**src/rtl/arb_mux2_8b_if.sv**
```systemverilog
`default_nettype none
// ============================================================================
// Module      : arb_mux2_8b_if
// Description : Handshake bundle for the two-requester arbitrating mux.
//               Holds two val/rdy/data inputs and one val/rdy/data/src output.
// Revision    : 1.0 - initial release
// ============================================================================
interface arb_mux2_8b_if #(
  parameter int nbits = 8
);
  logic             in0_val;
  logic             in0_rdy;
  logic [nbits-1:0] in0_data;
  logic             in1_val;
  logic             in1_rdy;
  logic [nbits-1:0] in1_data;
  logic             out_val;
  logic             out_rdy;
  logic [nbits-1:0] out_data;
  logic             out_src;

  // Requester/consumer side: drives the inputs and out_rdy
  modport master (
    output in0_val, in0_data, in1_val, in1_data, out_rdy,
    input  in0_rdy, in1_rdy, out_val, out_data, out_src
  );

  // Arbiter side
  modport slave (
    input  in0_val, in0_data, in1_val, in1_data, out_rdy,
    output in0_rdy, in1_rdy, out_val, out_data, out_src
  );
endinterface
`default_nettype wire

```
**src/rtl/arb_mux2_8b.sv**
```systemverilog
`default_nettype none
// ============================================================================
// Module      : arb_mux2_8b
// Description : Two-requester round-robin arbiter feeding a single-entry
//               output buffer. One cycle latency, full throughput when the
//               consumer is ready.
// Revision    : 1.0 - initial release
// ============================================================================
module arb_mux2_8b #(
  parameter int nbits = 8
) (
  input  logic          clk,
  input  logic          reset,   // asynchronous, active-low
  arb_mux2_8b_if.slave  bus
);

  typedef enum logic [0:0] {
    EMPTY = 1'b0,
    FULL  = 1'b1
  } state_t;

  state_t           state_q, state_d;
  logic             prio_q,  prio_d;
  logic [nbits-1:0] data_q,  data_d;
  logic             src_q,   src_d;

  logic can_accept;
  logic grant;
  logic in0_rdy;
  logic in1_rdy;
  logic in_xfer;
  logic out_xfer;

  // Arbitration, handshake and next-state computation
  always_comb begin
    // The buffer slot frees up this cycle if it is empty or being drained
    can_accept = (state_q == EMPTY) || bus.out_rdy;
    // Lone requester wins outright; a tie is broken by the priority bit
    grant      = bus.in1_val && (!bus.in0_val || prio_q);
    // Gating with reset keeps both rdys low while held in reset
    in0_rdy    = reset && can_accept && bus.in0_val && !grant;
    in1_rdy    = reset && can_accept && bus.in1_val &&  grant;
    in_xfer    = in0_rdy || in1_rdy;
    out_xfer   = (state_q == FULL) && bus.out_rdy;

    state_d = state_q;
    prio_d  = prio_q;
    data_d  = data_q;
    src_d   = src_q;

    if (in_xfer) begin
      // New item replaces any departing one with no bubble
      state_d = FULL;
      data_d  = grant ? bus.in1_data : bus.in0_data;
      src_d   = grant;
      prio_d  = !grant;
    end else if (out_xfer) begin
      state_d = EMPTY;
    end
  end

  // State, priority and output buffer registers
  always_ff @(posedge clk or negedge reset) begin
    if (!reset) begin
      state_q <= EMPTY;
      prio_q  <= 1'b0;
      data_q  <= '0;
      src_q   <= 1'b0;
    end else begin
      state_q <= state_d;
      prio_q  <= prio_d;
      data_q  <= data_d;
      src_q   <= src_d;
    end
  end

  assign bus.in0_rdy  = in0_rdy;
  assign bus.in1_rdy  = in1_rdy;
  assign bus.out_val  = (state_q == FULL);
  assign bus.out_data = data_q;
  assign bus.out_src  = src_q;

endmodule
`default_nettype wire

```
**src/flat_wrapper.sv**
```systemverilog
// flat-port wrapper written by rule: the top's interface ports become plain ports
module arb_mux2_8b_flat 
#(
  parameter int nbits = 8
)
  (clk, reset, bus_in0_val, bus_in0_data, bus_in1_val, bus_in1_data, bus_out_rdy, bus_in0_rdy, bus_in1_rdy, bus_out_val, bus_out_data, bus_out_src);
  arb_mux2_8b_if #(.nbits(nbits)) bus_i ();
  input  logic clk;
  input  logic reset;
  input wire logic [$bits(bus_i.in0_val)-1:0] bus_in0_val;
  input wire logic [$bits(bus_i.in0_data)-1:0] bus_in0_data;
  input wire logic [$bits(bus_i.in1_val)-1:0] bus_in1_val;
  input wire logic [$bits(bus_i.in1_data)-1:0] bus_in1_data;
  input wire logic [$bits(bus_i.out_rdy)-1:0] bus_out_rdy;
  output wire logic [$bits(bus_i.in0_rdy)-1:0] bus_in0_rdy;
  output wire logic [$bits(bus_i.in1_rdy)-1:0] bus_in1_rdy;
  output wire logic [$bits(bus_i.out_val)-1:0] bus_out_val;
  output wire logic [$bits(bus_i.out_data)-1:0] bus_out_data;
  output wire logic [$bits(bus_i.out_src)-1:0] bus_out_src;
  assign bus_i.in0_val = bus_in0_val;
  assign bus_i.in0_data = bus_in0_data;
  assign bus_i.in1_val = bus_in1_val;
  assign bus_i.in1_data = bus_in1_data;
  assign bus_i.out_rdy = bus_out_rdy;
  assign bus_in0_rdy = bus_i.in0_rdy;
  assign bus_in1_rdy = bus_i.in1_rdy;
  assign bus_out_val = bus_i.out_val;
  assign bus_out_data = bus_i.out_data;
  assign bus_out_src = bus_i.out_src;
  arb_mux2_8b #(.nbits(nbits)) u_core (.clk(clk), .reset(reset), .bus(bus_i));
endmodule
```
**config.mk**
```make
export PLATFORM = sky130hd
export DESIGN_NAME = arb_mux2_8b_flat
export DESIGN_NICKNAME = d
export VERILOG_FILES = /design/src/rtl/arb_mux2_8b_if.sv /design/src/rtl/arb_mux2_8b.sv /design/src/flat_wrapper.sv
export SDC_FILE = /design/constraint.sdc
export NUM_CORES = 1
export LEC_CHECK = 0
export CAP_MARGIN = 40
export CORE_MARGIN = 1.5
export CORE_UTILIZATION = 36
export DETAILED_ROUTE_END_ITERATION = 10
export PLACE_DENSITY = 0.84
export SLEW_MARGIN = 20
export SYNTH_ARGS = -nofsm -noshare
export SYNTH_HDL_FRONTEND = slang
export SYNTH_SLANG_ARGS = --single-unit
```
**constraint.sdc**
```tcl
create_clock -name clk -period 1.2 [get_ports clk]
set_input_delay 0.12 -clock clk [delete_from_list [all_inputs] [get_ports clk]]
set_output_delay 0.12 -clock clk [all_outputs]
set_load 0.02 [all_outputs]
```
==> impl_metrics.tcl <==
set metrics [dict create \
    gr-total-overflow 0 \
    timing.final.crit_share 1.10 \
    synth.distinct_cells 17 \
    grt_pass1_vias 665 \
    finalMaxSlewViolations 0 \
    place_hpwl_mm 1.39 \
    hold_path.class "in2async" \
    synth_compound_area_frac 0.342 \
    synth_top_area_cell "dfrtp_1" \
    start_util 0.383 \
    cts_tree "yes" \
    post_drt_wl_per_cell_um 17.3 \
    clk_pin_slew_ns 0.07 \
    syn_inst 52 \
    die_w_um 42.8 \
    cp-end-kind "primary output" \
    synth_top_cell_area_share 0.482 \
    synth-seq-cells 11 \
    clk_latency_ns 0.27 \
    finalCriticalPeriod_ns 1.31 \
    max_cap_viol_count 0 \
    row_count 14 \
    ff2ff_setup_slack_ns -0.07 \
    grt_use_total 0.228 \
    seq_area_frac_synth 0.482 \
    drive_above_1_share 0.300 \
    synth.area.top_cells "dfrtp_1 48%, o221a_1 16%, o31ai_1 11%, inv_1 6.6%, o2111ai_4 4.6%" \
    cp.arrival_ns 1.19 \
    fin_skew_ns 0.00486 \
    final_hold_viol_count 0 \
    finalNetCount 122 \
    area_growth_pct 87.5 \
    drt_iter0_drc 9 \
    rsz0062_at_grt "true" \
    timing.slew.headroom 0.801 \
    ir_worst_vdd_mv 0.764 \
    setup_viol 10 \
    critPathKind "reg2out" \
    powerDensity_nw_per_um2 1250 \
    place_congestion 0.788 \
    outcome "finished, violations left" \
    crit-reg2reg-launch "u_core.prio_q$_DFFE_PN0P_" \
    grt_max_degree 11 \
    worst_pin_slew_ns 0.299 \
    regArea_um2 277 \
    wirelength_mm 2.01 \
    multi_input_area_um2 284 \
    critPathLaunchType "flip-flop" \
    cts-root-buf "clkbuf_4" \
    violations "setup timing" \
    critPathMaxFanout 2 \
    synth_xor_area_frac 0 \
    num-fill-cells 106 \
    synth_adder_area_share 0 \
    drt_pass1_iterations 4 \
    reg2regPathDepth 5 \
    die_height_um 42.8 \
    synth_top_family_by_area "compound AO/OA/AOI/OAI gates" \
    cts_made_buffers 3 \
    synth_warnings 0 \
    synth_fp_nets 73 \
    crit_required_ns 1.08 \
    io-pin-count 33 \
    vias_per_cell 5.56 \
    crit_family "flip-flops" \
    dp.cells 109 \
    avgSynthCellArea_um2 11.0 \
    hold_ws_ns 0.0858 \
    drc 0 \
    synthesis.area_um2 571 \
    clockBufferDepth 2 \
    muxShareOfSynthArea 0 \
    fin_cells 116 \
    grt_pass1_wl_mm 2.99 \
    cts_sinks 11 \
    dieArea_um2 1830 \
    fin_area_um2 1070 \
    timing.final.ws_setup_ns -0.114 \
    cpPeakStageDelay_ns 0.39 \
    rr_endpoint "u_core.bus.out_data[7]$_DFFE_PN0P_" \
    antenna_found_initial 0 \
    numPortBuffers 32 \
    leakage_nw 0.499 \
    htree_levels 1 \
    worst-path-buf-inv 3 \
    placed_cell_area_um2 982 \
    max_freq_mhz 761 \
    fin_tns_setup_ns -0.599 \
    num_vias 645 \
    core_area_um2 1490 \
    postRouteAntennaNets 0 \
    synth_simple_gate_area_frac 0.0877 \
    diodes 0 \
    path_cells "buf_4 -> nand2_4 -> nand4_4 -> inv_2 -> buf_6" \
    crit_slowest_cell "dfrtp_1" \
]
==> power breakdown <==
group / total, mW / internal [mW] / switching, mW / leakage, nW
logic: 0.593 / 0.300 / 0.294 / 0.364
registers: 0.489 / 0.447 / 0.0424 / 0.120
clock network: 0.259 / 0.129 / 0.130 / 0.0150
total: 1.34 / 0.876 / 0.466 / 0.499
==> layer usage <==
| metal | track usage | part of all wire | vias to the layer above |
|---|---|---|---|
| met5 | 0 | 0 | - |
| met3 | 0.0255 | 0.055 | 4 |
| li1 | - | - | 291 |
| met2 | 0.400 | 0.52 | 33 |
| met4 | 0.163 | 0.021 | 0 |
| met1 | 0.249 | 0.40 | 317 |
==> kinds of logic (layout without fill, tap and decap cells) <==
group	count (synthesis)	after routing
buffers and inverters	13	61
flip-flops	11	11
AND/OR/NAND/NOR	8	8
AO/OA/AOI/OAI	20	20
==> cell usage after synthesis <==
master	count
nand2b_2	1
nand4_2	1
o31ai_1	8
dfrtp_1	11
inv_1	10
nor2_1	2
and3_1	1
o21ai_0	1
a31oi_1	1
inv_2	2
nand2_1	1
nor3_1	1
buf_2	1
nor2b_1	1
o2111ai_4	1
o21a_1	1
o221a_1	8
==> sequential cells by signal, indices dropped and copies added, names as in the netlist <==
register and count:
u_core.bus.out_src 1, u_core.bus.out_val 1, u_core.bus.out_data 8, u_core.prio_q 1
==> timing repair <==
| item | CTS | global route |
|---|---|---|
| gates resized for setup | 31 | 10 |
| pin swaps | 1 | 3 |
| endpoints found under the setup margin | 21 | 10 |
| hold buffers | 0 | 0 |
| setup buffers | 1 | 3 |
==> per-stage QoR <==
step	setup WS (ns)	util	total power, mW
6_report	-0.114	0.718	1.34
5_1_grt	-0.188	0.718	1.41
4_1_cts	-0.114	0.688	1.28
3_5_place_dp	-0.525	0.660	1.05
3_3_place_gp	-0.456	0.660	1.03
2_1_floorplan	0.00653	-	0.747
==> worst max path at each step <==
stage | slack (ns) | start | depth (start not counted) | end
floorplan | 0.007 | u_core.bus.out_val$_DFFE_PN0P_ | 4 | u_core.bus.out_data[0]$_DFFE_PN0P_
global route | -0.19 | u_core.prio_q$_DFFE_PN0P_ | 5 | bus_in0_rdy
detailed placement | -0.53 | reset | 5 | u_core.bus.out_data[0]$_DFFE_PN0P_
finish | -0.11 | u_core.prio_q$_DFFE_PN0P_ | 5 | bus_in0_rdy
CTS | -0.11 | u_core.prio_q$_DFFE_PN0P_ | 4 | bus_in1_rdy
global placement | -0.46 | bus_out_rdy | 5 | bus_in1_rdy
==> cell usage in the layout (no fill, tap or decap), types with 2 or more instances in the layout <==
master,instances
buf_6,6
dfrtp_1,10
inv_2,4
o221a_1,8
o31ai_1,6
clkbuf_4,3
o31ai_2,2
dlygate4sd2_1,14
nor2_1,2
clkdlybuf4s50_1,16
inv_1,8
buf_4,9
==> worst reg2reg max path, cell delays in order, from the launching register on <==
cell,delay [ns]
dfrtp_1,0.39
buf_4,0.15
nand2_4,0.08
nand4_4,0.11
buf_6,0.17
o221a_1,0.25
==> final cells by class <==
cell class,count,area share
inverters,12,0.0421
flip-flops and latches,11,0.258
clock buffers,4,0.0246
repair buffers,45,0.391
well taps,16,0.0187
multi-input cells,28,0.265
No activity file was read; power rests on OpenSTA's default activity.
